## config.mk

```make
export PLATFORM = sky130hd
export DESIGN_NAME = pipe_hazard_ctrl
export DESIGN_NICKNAME = d
export VERILOG_FILES = /design/src/rtl/pipe_ctrl_pkg.sv /design/src/rtl/load_use_detect.sv /design/src/rtl/pipe_hazard_ctrl.sv
export SDC_FILE = /design/constraint.sdc
export NUM_CORES = 1
export LEC_CHECK = 0
export ABC_AREA = 1
export CAP_MARGIN = 10
export CORE_MARGIN = 4
export CORE_UTILIZATION = 35
export DETAILED_ROUTE_END_ITERATION = 10
export HOLD_SLACK_MARGIN = 0.05
export PLACE_DENSITY = 0.68
export SLEW_MARGIN = 20
export SYNTH_ARGS = -nofsm -noshare
export SYNTH_HDL_FRONTEND = slang
export SYNTH_HIERARCHICAL = 1
export SYNTH_SLANG_ARGS = --single-unit
export TNS_END_PERCENT = 20
```

## constraint.sdc

```tcl
create_clock -name clk -period 1.89 [get_ports clk]
set_input_delay 0.189 -clock clk [delete_from_list [all_inputs] [get_ports clk]]
set_output_delay 0.189 -clock clk [all_outputs]
set_load 0.05 [all_outputs]
```

## src/rtl/pipe_ctrl_pkg.sv

```systemverilog
// Shared types and constants for the pipeline hazard/sequencing controller.
package pipe_ctrl_pkg;

  typedef enum logic [1:0] {
    RUN     = 2'd0,
    LWSTALL = 2'd1,
    FLUSH   = 2'd2,
    FREEZE  = 2'd3
  } state_e;

  // State to resume once a data-memory freeze ends.
  typedef enum logic {
    RET_RUN   = 1'b0,
    RET_FLUSH = 1'b1
  } ret_e;

  localparam logic [4:0] REG_ZERO = 5'd0;

  localparam int BR_PENALTY_MIN = 1;
  localparam int BR_PENALTY_MAX = 7;

  // Initial flush_left value; out-of-range penalties are pulled into the legal range.
  function automatic logic [2:0] flush_init(input int penalty);
    int p;
    if (penalty < BR_PENALTY_MIN) begin
      p = BR_PENALTY_MIN;
    end else if (penalty > BR_PENALTY_MAX) begin
      p = BR_PENALTY_MAX;
    end else begin
      p = penalty;
    end
    return 3'(p - 1);
  endfunction

endpackage

```

## src/rtl/load_use_detect.sv

```systemverilog
// Load-use comparator: the load in EX writes a register the instruction in ID reads.
module load_use_detect
  import pipe_ctrl_pkg::*;
(
  input  logic [4:0] id_rs,
  input  logic [4:0] id_rt,
  input  logic       id_uses_rt,
  input  logic       ex_memread,
  input  logic [4:0] ex_rt,
  output logic       lu
);

  logic w_rs_match;
  logic w_rt_match;

  assign w_rs_match = (ex_rt == id_rs);
  assign w_rt_match = id_uses_rt & (ex_rt == id_rt);
  assign lu         = ex_memread & (ex_rt != REG_ZERO) & (w_rs_match | w_rt_match);

endmodule

```

## src/rtl/pipe_hazard_ctrl.sv

```systemverilog
// Hazard and sequencing controller: load-use stalls, multi-cycle branch flushes,
// data-memory freeze, and saturating stall/flush event counters.
module pipe_hazard_ctrl
  import pipe_ctrl_pkg::*;
#(
  parameter int BR_PENALTY = 1,
  parameter int CNT_W      = 16
) (
  input  logic             clk,
  input  logic             rst,
  input  logic [4:0]       id_rs,
  input  logic [4:0]       id_rt,
  input  logic             id_uses_rt,
  input  logic             ex_memread,
  input  logic [4:0]       ex_rt,
  input  logic             mem_branch_taken,
  input  logic             mem_busy,
  output logic             pc_write,
  output logic             if_id_write,
  output logic             id_ex_write,
  output logic             ex_mem_write,
  output logic             if_id_flush,
  output logic             id_ex_flush_lwstall,
  output logic             id_ex_flush_branch,
  output logic             ex_mem_flush,
  output logic [CNT_W-1:0] stall_count,
  output logic [CNT_W-1:0] flush_count
);

  localparam logic [2:0] FLUSH_INIT = flush_init(BR_PENALTY);

  state_e           r_state;
  state_e           w_next_state;
  state_e           w_eff_state;
  logic [2:0]       r_flush_left;
  logic [2:0]       w_next_flush_left;
  ret_e             r_ret_state;
  ret_e             w_next_ret_state;
  logic [CNT_W-1:0] r_stall_count;
  logic [CNT_W-1:0] r_flush_count;
  logic             w_lu;
  logic             w_branch_accept;

  load_use_detect u_load_use_detect (
    .id_rs      (id_rs),
    .id_rt      (id_rt),
    .id_uses_rt (id_uses_rt),
    .ex_memread (ex_memread),
    .ex_rt      (ex_rt),
    .lu         (w_lu)
  );

  // FREEZE behaves like the state it interrupted; every rule below keys on this view.
  always_comb begin
    w_eff_state = r_state;
    if (r_state == FREEZE) begin
      if (r_ret_state == RET_FLUSH) begin
        w_eff_state = FLUSH;
      end else begin
        w_eff_state = RUN;
      end
    end else begin
      w_eff_state = r_state;
    end
  end

  // State register.
  always_ff @(posedge clk) begin
    if (rst) begin
      r_state      <= RUN;
      r_flush_left <= 3'd0;
      r_ret_state  <= RET_RUN;
    end else begin
      r_state      <= w_next_state;
      r_flush_left <= w_next_flush_left;
      r_ret_state  <= w_next_ret_state;
    end
  end

  // Next-state logic; mem_busy outranks branch, which outranks load-use.
  always_comb begin
    w_next_state      = r_state;
    w_next_flush_left = r_flush_left;
    w_next_ret_state  = r_ret_state;
    if (mem_busy) begin
      w_next_state = FREEZE;
      if (r_state == FREEZE) begin
        w_next_ret_state = r_ret_state;
      end else if (r_state == FLUSH) begin
        w_next_ret_state = RET_FLUSH;
      end else begin
        w_next_ret_state = RET_RUN;
      end
    end else begin
      case (w_eff_state)
        RUN, LWSTALL: begin
          if (mem_branch_taken) begin
            w_next_flush_left = FLUSH_INIT;
            if (FLUSH_INIT != 3'd0) begin
              w_next_state = FLUSH;
            end else begin
              w_next_state = RUN;
            end
          end else if (w_lu && (w_eff_state == RUN)) begin
            w_next_state = LWSTALL;
          end else begin
            w_next_state = RUN;
          end
        end
        FLUSH: begin
          if (r_flush_left <= 3'd1) begin
            w_next_flush_left = 3'd0;
            w_next_state      = RUN;
          end else begin
            w_next_flush_left = r_flush_left - 3'd1;
            w_next_state      = FLUSH;
          end
        end
        default: begin
          w_next_flush_left = 3'd0;
          w_next_state      = RUN;
        end
      endcase
    end
  end

  // Mealy outputs so a hazard is suppressed in the cycle it is detected.
  always_comb begin
    pc_write            = 1'b1;
    if_id_write         = 1'b1;
    id_ex_write         = 1'b1;
    ex_mem_write        = 1'b1;
    if_id_flush         = 1'b0;
    id_ex_flush_lwstall = 1'b0;
    id_ex_flush_branch  = 1'b0;
    ex_mem_flush        = 1'b0;
    w_branch_accept     = 1'b0;
    if (rst) begin
      pc_write     = 1'b0;
      if_id_write  = 1'b0;
      id_ex_write  = 1'b0;
      ex_mem_write = 1'b0;
    end else if (mem_busy) begin
      pc_write     = 1'b0;
      if_id_write  = 1'b0;
      id_ex_write  = 1'b0;
      ex_mem_write = 1'b0;
    end else begin
      case (w_eff_state)
        RUN, LWSTALL: begin
          if (mem_branch_taken) begin
            if_id_flush        = 1'b1;
            id_ex_flush_branch = 1'b1;
            ex_mem_flush       = 1'b1;
            w_branch_accept    = 1'b1;
          end else if (w_lu && (w_eff_state == RUN)) begin
            pc_write            = 1'b0;
            if_id_write         = 1'b0;
            id_ex_flush_lwstall = 1'b1;
          end else begin
            pc_write = 1'b1;
          end
        end
        FLUSH: begin
          if_id_flush        = 1'b1;
          id_ex_flush_branch = 1'b1;
        end
        default: begin
          pc_write = 1'b1;
        end
      endcase
    end
  end

  // Saturating performance counters.
  always_ff @(posedge clk) begin
    if (rst) begin
      r_stall_count <= '0;
      r_flush_count <= '0;
    end else begin
      if (!pc_write && (r_stall_count != {CNT_W{1'b1}})) begin
        r_stall_count <= r_stall_count + CNT_W'(1);
      end else begin
        r_stall_count <= r_stall_count;
      end
      if (w_branch_accept && (r_flush_count != {CNT_W{1'b1}})) begin
        r_flush_count <= r_flush_count + CNT_W'(1);
      end else begin
        r_flush_count <= r_flush_count;
      end
    end
  end

  assign stall_count = r_stall_count;
  assign flush_count = r_flush_count;

endmodule

```

Word-level counts from Yosys, hierarchy flattened
Cells that the tools add are included.

operators by class
  add/sub/neg operators = 3
  magnitude comparators = 1
  eq/ne operators = 9
  multiplexer cells = 30
  bitwise operators = 6
  reductions and logical operators = 9

operators by type and width
  cell                                                            number
  adder 16 x 1 -> 16 bit, second input constant                   2
  != test 16 bit, second input constant                           2
  2-to-1 mux 1 bit                                                21
  == test 5 bit                                                   2
  2-to-1 mux 2 bit                                                4
  == test 2 bit, second input constant                            3
  2-to-1 mux 3 bit                                                2
  case mux 3 bit (2 select lines)                                 1
  nonzero test 5 bit                                              1
  case mux 2 bit (2 select lines)                                 1
  AND reduction 2 bit                                             2
  bitwise AND 1 bit                                               3
  less-or-equal comparator 3 x 1 -> 1 bit, second input constant  1
  logical AND 1 bit                                               3
  subtractor 3 x 1 -> 3 bit, second input constant                1
  == test 2 x 1 -> 1 bit, second input constant                   1
  zero test 2 bit                                                 1
  != test 2 bit, second input constant                            1
  inverter 1 bit                                                  2
  case mux 1 bit (2 select lines)                                 1
  OR reduction 2 bit                                              1
  zero test 1 bit                                                 1
  OR 1 bit                                                        1

word-level totals
  flip-flop bits (word level) = 38
  input port bits = 21
  output and inout port bits = 40
  logic and storage cells = 63

Longest topological paths before layout
Gate-level depths: netlist of the first run.

  word-level depth = 12
  depth in mapped cells = 14
  mapped depth without buffers = 14

Cells and area by module
The synthesis of the first run kept the hierarchy.

by module, submodules not included
  module            times used  cells an instance  area each (um^2)  seq. area each (um^2)
  pipe_hazard_ctrl  1           365                2356.0            760.7
  load_use_detect   1           52                 206.4             0.0

Worst setup path after synthesis of the first run
Ideal clock, no wire load.

  path type = input to output
  from = input port ex_rt[3]
  to = output port id_ex_flush_lwstall
  arrival time = 1.956 ns
  data required time = 1.701 ns
  setup slack = -0.255 ns
  cell stages on the path = 10
  path buffers = 0
  cells stage by stage = inv_1 nand2_1 nand2_1 nor2_1 nand3_1 a21oi_1 inv_1 a21oi_1 nand3_1 nor3_1

between the ends
  cells in the longest elaborated chain, start to end = 10
  elaborated cells between the ends (all ways) = 13
  classes of those cells = 2 x eq/ne; 5 x mux; 4 x bitwise; 2 x reduce/logical

ends and longest elaborated chain
  what                   line                     text
  from (decl)            pipe_hazard_ctrl.sv:15   input logic [4:0] ex_rt,
  == test 5 bit          load_use_detect.sv:17    assign w_rt_match = id_uses_rt & (ex_rt == id_rt);
  bitwise AND 1 bit      load_use_detect.sv:17
  OR 1 bit               load_use_detect.sv:18    assign lu = ex_memread & (ex_rt != REG_ZERO) & (w_rs_match | w_rt_match);
  bitwise AND 1 bit (*)  load_use_detect.sv:18
  via w_lu               pipe_hazard_ctrl.sv:41   logic w_lu;
  logical AND 1 bit (*)  pipe_hazard_ctrl.sv:156  end else if (w_lu && (w_eff_state == RUN)) begin
  2-to-1 mux 1 bit (*)   pipe_hazard_ctrl.sv:156
  2-to-1 mux 1 bit (*)   pipe_hazard_ctrl.sv:151  if (mem_branch_taken) begin
  2-to-1 mux 1 bit (*)   pipe_hazard_ctrl.sv:149  case (w_eff_state)
  2-to-1 mux 1 bit (*)   pipe_hazard_ctrl.sv:143  end else if (mem_busy) begin
  2-to-1 mux 1 bit (*)   pipe_hazard_ctrl.sv:138  if (rst) begin
  to (decl)              pipe_hazard_ctrl.sv:23   output logic id_ex_flush_lwstall,

The timed path passes the listed nets; every way through them passes the cells marked *.

Worst setup path after layout of the first run
  from = input port id_rt[1]
  to = output port id_ex_flush_lwstall

between the ends
  cells in the longest elaborated chain, start to end = 10

ends and longest elaborated chain
  what               line                     text
  from (decl)        pipe_hazard_ctrl.sv:12   input logic [4:0] id_rt,
  == test 5 bit      load_use_detect.sv:17
  bitwise AND 1 bit  load_use_detect.sv:17
  OR 1 bit           load_use_detect.sv:18
  bitwise AND 1 bit  load_use_detect.sv:18
  via w_lu           pipe_hazard_ctrl.sv:41
  logical AND 1 bit  pipe_hazard_ctrl.sv:156
  2-to-1 mux 1 bit   pipe_hazard_ctrl.sv:156
  2-to-1 mux 1 bit   pipe_hazard_ctrl.sv:151
  2-to-1 mux 1 bit   pipe_hazard_ctrl.sv:149
  2-to-1 mux 1 bit   pipe_hazard_ctrl.sv:143
  2-to-1 mux 1 bit   pipe_hazard_ctrl.sv:138

The timed path passes the listed nets, and every way through them passes these cells.

==> results of run 1 <==
## critical path: cells and delay by family
family                 cells  cell delay (ns)
AND/OR/NAND/NOR            6             0.72
AO/OA/AOI/OAI              2             0.26
buffers and inverters      4             0.46
## flip-flops by register name, summed over array words and instances, names as in the netlist
name	flops
flush_count	16
stall_count	16
r_ret_state	1
r_state	2
r_flush_left	3
## power groups by stage
stage | Sequential, mW | Combinational [mW] | Clock, mW
6_report | 0.828 | 0.316 | 0.591
4_1_cts | 0.828 | 0.311 | 0.606
3_5_place_dp | 0.846 | 0.313 | 0
3_3_place_gp | 0.845 | 0.309 | 0
2_1_floorplan | 0.876 | 0.147 | 0
5_1_grt | 0.830 | 0.344 | 0.633
## what timing repair did
item                       in CTS  in global routing
pin swaps                       8                  7
cloned                          0                  0
setup endpoints to repair       6                 21
buffers inserted                2                  0
gates resized for setup        20                 20
## area by class of cell
cell class | count | share of cell area (%)
Timing Repair Buffer | 76 | 22.0
Sequential cell | 38 | 21.7
Tap cell | 96 | 3.41
Clock inverter | 1 | 0.142
Clock buffer | 7 | 2.45
Inverter | 48 | 5.26
Multi-Input combinational cell | 321 | 45.1
## kinds of logic after synthesis
kind of cell             count (synthesis)  synth area share, %
AND/OR/NAND/NOR                        256                 42.5
XOR/XNOR                                12                 4.10
adder cells (fa/ha/maj)                  4                 1.95
flip-flops                              38                 29.7
buffers and inverters                   58                 10.2
AO/OA/AOI/OAI                           49                 11.6
## per-layer routing
metal / up-vias / GRT usage (%) / wire length (um)
li1: 1453 / - / -
met1: 1268 / 19.6 / 3080
met2: 61 / 27.8 / 3170
met3: 15 / 3.22 / 317
met4: 0 / 4.93 / 148
met5: - / 0 / 0
## stage by stage
stage	cell area (um2)	instances	utilization, %	setup TNS (ns)	hold slack (ns)
global route	3520	587	50.7	-0.106	0.496
detailed placement	3400	577	48.9	-5.72	0.464
CTS	3510	587	50.5	0	0.476
global placement	3400	577	48.9	-4.83	0.454
floorplan	2570	417	-	-0.564	0.310
finish	3520	587	50.7	0	0.470
## layout by cell type (no fill, tap or decap), drive strengths merged
master and instances:
buf 24, dfxtp 38, xnor2 5, o211ai 1
o21ai 14, nor3 2, a21oi 34, nand4 8
nand3 25, clkbuf 11, dlygate4sd2 9, clkdlybuf4s15 1
nand2 154, clkinv 1, nand3b 2, dlymetal6s2s 2
ha 4, and3b 1, inv 48, xor2 7
clkdlybuf4s50 36, nor2 64
## worst paths after layout
kind / slack, ns / end / cells after the start / start
min reg2reg: 0.47 / r_flush_left[1]$_SDFFE_PP0P_ / 2 / r_flush_left[1]$_SDFFE_PP0P_
min: 0.47 / r_flush_left[1]$_SDFFE_PP0P_ / 2 / r_flush_left[1]$_SDFFE_PP0P_
max: 0.05 / id_ex_flush_lwstall / 12 / id_rt[1]
max reg2reg: 0.27 / flush_count[0]$_SDFFE_PP0P_ / 9 / flush_count[1]$_SDFFE_PP0P_
==> flow_summary.ini, run 1 <==
[outcome]
status = complete, no violations

[layout]
final_nets = 515
multiInputGateArea_mm2 = 0.00159
drive_gt1_share_pct = 16.1
n_antenna_cell = 0
layout-area-overhead-vs-synth_pct = 37.4
final.fill_count = 718
regArea_um2 = 763

[power]
p_clk_share_pct = 34.1
total_power_mw = 1.73
p_int_mw = 1.24
power_density_mw_per_mm2 = 493
p_leak_nw = 1.38
pwr-share-comb_pct = 18.2
swShare_pct = 28.7
switching_power_uw = 497
ir_drop_mv = 0.317
seq_power_share_pct = 47.7

[sta]
slew-limit-headroom_pct = 64.6
fin_crit_ns = 1.84
finalMaxSlewViolations = 0
hold_viol = 0
post-route-period-util_pct = 97.3
final-setup-viol-count = 0
skew_ns = 0.0109
fmax_ghz = 0.544
tightest_slew_ns = 0.530
setup_ws_ns = 0.0506
rsz0062_at_grt = yes

[cts]
clock_path_buffers = 2
postCtsHoldBufs = 0
htree_levels = 2
cts_root_buf = clkbuf_8
cts_tree = built
cts_made_buffers = 5
clk_pin_slew_ns = 0.07
clock_sinks = 38
clkLatencyLatePin_ns = 0.29

[die]
die_height_um = 93.6
io_pins = 61
die_area_mm2 = 0.00875
initial_utilization_pct = 36.9
rows = 30
die_w_um = 93.6
core_mm2 = 0.00694

[hold_path]
min_path_type = reg -> reg

[global_routing]
antenna_found_initial = 0
track_usage_pct = 15.9
grt-ovfl-total = 0
grt_max_degree = 33
grt_pass1_vias = 2645
grt_pass1_wl_mm = 11.5

[logic_synthesis]
avgSynthCellArea_um2 = 6.14
synth_flop_cell = dfxtp_1
yosysUniqueCellTypes = 28
syn-cell-area_mm2 = 0.00256
synth_top_area_share_pct = 29.7
yosysSeqAreaShare_pct = 29.7
synth_nets = 442
synth_edf_count = 0
syn_inst = 417
synth_seq_cells = 38
synth_most_common_cell = nand2_1
synth_top_area_cell = dfxtp_1
yosysWarnings = 6
ys_async_sr_fraction_pct = 0
yosys-top-cells-count = nand2_1 (144), nor2_1 (59), inv_1 (44), dfxtp_1 (38), nand3_1 (25)
ys_top_cells_by_area = dfxtp_1 (30%), nand2_1 (21%), nor2_1 (8.6%), inv_1 (6.4%), nand3_1 (4.9%)

[worst_setup_path]
slowest_stage = nor3_4
end_kind = output port
required_ns = 1.70
start_kind = input pin
crit_path_max_incr_delay_ns = 0.23
setup.worst_path.class = in -> out
path_max_fanout = 3
crit_arrival_ns = 1.65
path_cells = dlygate4sd2_1 -> inv_1 -> nand2_1 -> nand2_1 -> nor2_2 -> nand3_2 -> a21oi_2 -> inv_1 -> a21oi_2 -> nand3_2 -> nor3_4 -> buf_12

[drt]
ant_nets = 0
route.detailed.drc = 0
drt_iter0_drc = 93
routed_wl_mm = 6.72
firstDrtPassIters = 4
vias_per_cell = 4.76
vias = 2797
wl_per_cell_um = 11.4

[placed_design]
pre_cts_ws_ns = -0.371
port-buffer-count = 60
dp_hpwl_mm = 5.01
place.gp.congestion = 0.881

[job]
max-cap-violations = 0
(Power assumes the default switching activity.)
==> inputs of run 2 (changes only) <==
- REMOVE_ABC_BUFFERS: default -> 1
==> run 2 against run 1 <==
  * Clock power about the same
  * Worst hold slack worse by 0.0041 ns
  * Sequential share of layout area up 0.099 points
  * Via count down 0.86%
  * Cell count unchanged
  * Worst setup slack better by 0.030 ns
  * Fmax up 1.6%
  * Die area unchanged
  * Non-clock buffer count unchanged
  * Largest cell class unchanged
==> flow_summary.ini, run 2 (synthesized netlist as in run 1, its figures left out) <==
[outcome]
status = complete, no violations

[worst_setup_path]
required_ns = 1.70
end_kind = output port
setup.worst_path.class = reg -> out
cp.buffers_inverters = 1
slowest_stage = clkdlybuf4s50_1
path_cells = clkdlybuf4s50_1
start_kind = flip-flop
crit_path_max_incr_delay_ns = 0.86
crit_arrival_ns = 1.62
path_max_fanout = 6
crit_family = buffers and inverters

[die]
rows = 30
die_w_um = 93.6
initial_utilization_pct = 36.9
die_height_um = 93.6
core_mm2 = 0.00694
io_pins = 61
die_area_mm2 = 0.00875

[layout]
final_common_cell = nand2_1
final_cell_mix = nand2_1 (144), nor2_1 (56), inv_1 (42)
final.fill_count = 726
drive_gt1_share_pct = 16.1
final-instance-count-excl-fill = 587
multiInputGateArea_mm2 = 0.00157
n_antenna_cell = 0
regArea_um2 = 761
final_area_mm2 = 0.00349
final_nets = 515
layout-area-overhead-vs-synth_pct = 36.3

[cts]
clock_path_buffers = 2
clock_sinks = 38
cts_tree = built
cts_root_buf = clkbuf_8
postCtsHoldBufs = 0
cts_made_buffers = 5
clkLatencyLatePin_ns = 0.30
clk_pin_slew_ns = 0.08
htree_levels = 2

[global_routing]
gr-usage-met1_pct = 19.6
grt_pass1_vias = 2602
met3_usage_pct = 3.06
grt-ovfl-total = 0
grt_max_degree = 24
use_met2_pct = 26.6
busiest_layer = met2
grt_pass1_wl_mm = 11.2
track_usage_pct = 15.5
antenna_found_initial = 0

[sta]
skew_ns = 0.0146
final-setup-viol-count = 0
post-route-period-util_pct = 95.8
finalMaxSlewViolations = 0
hold_viol = 0
tightest_slew_ns = 0.506
slew-limit-headroom_pct = 66.2
rsz0062_at_grt = no
fin_setup_tns_ns = 0
fin_crit_ns = 1.81
fmax_ghz = 0.553

[drt]
route.detailed.drc = 0
routed_wl_mm = 6.78
firstDrtPassIters = 4
ant_nets = 0
vias = 2773
vias_per_cell = 4.72
drt_iter0_drc = 51
wl_per_cell_um = 11.5

[placed_design]
dpl_cell_area_mm2 = 0.00341
port-buffer-count = 60
dp_hpwl_mm = 5.18
place.gp.congestion = 0.901
dp.cells = 578

[power]
ir_drop_mv = 0.316
p_leak_nw = 1.36
total_power_mw = 1.73
power_density_mw_per_mm2 = 496

[job]
max-cap-violations = 0

[hold_path]
min_path_type = reg -> reg
-- run 2: where the power goes --
group | internal (mW) | leakage, nW | total (mW) | switching [mW]
combinational | 0.126 | 0.999 | 0.311 | 0.185
clock | 0.295 | 0.0482 | 0.592 | 0.297
sequential | 0.816 | 0.308 | 0.829 | 0.0131
total | 1.24 | 1.36 | 1.73 | 0.496
-- run 2: path summary, 6_finish.rpt --
check / from / to / slack (ns) / cells after the start
setup / recovery: stall_count[9]$_SDFFE_PP0P_ / stall_count[9] / 0.08 / 1
hold / removal: r_flush_left[1]$_SDFFE_PP0P_ / r_flush_left[1]$_SDFFE_PP0P_ / 0.47 / 2
setup reg to reg: flush_count[0]$_SDFFE_PP0P_ / flush_count[12]$_SDFFE_PP0P_ / 0.21 / 11
hold reg to reg: r_flush_left[1]$_SDFFE_PP0P_ / r_flush_left[1]$_SDFFE_PP0P_ / 0.47 / 2
-- run 2: cell type report --
class	count	area share [%]
well taps	96	3.44
multi-input cells	321	45.0
flip-flops and latches	38	21.8
repair buffers	76	22.0
clock buffers	7	2.47
clock inverters	1	0.143
inverters	48	5.23
-- run 2: routing by layer --
| layer | routed length [um] | up-vias |
|---|---|---|
| li1 | - | 1448 |
| met1 | 3170 | 1251 |
| met3 | 342 | 9 |
| met4 | 86 | 0 |
| met5 | 0 | - |
| met2 | 3180 | 65 |
-- run 2: what timing repair did --
action	4_1_cts	5_1_grt
gates resized for setup	26	22
pin swaps	12	14
setup endpoints to repair	5	6
setup buffers	1	0
cloned	0	0
-- run 2: per-stage QoR --
stage	hold slack (ns)	util, %	worst slack, ns
floorplan	0.251	-	-0.307
global placement	0.455	49.1	-0.307
detailed placement	0.457	49.1	-0.365
CTS	0.468	50.6	0.000303
global route	0.514	50.3	0.00429
finish	0.466	50.3	0.0802
==> inputs of run 3 (changes only) <==
- CTS_CLUSTER_DIAMETER: default -> 60
==> results of run 3 <==
Same layout as run 2: the final DEF is identical, and so are final timing and power.
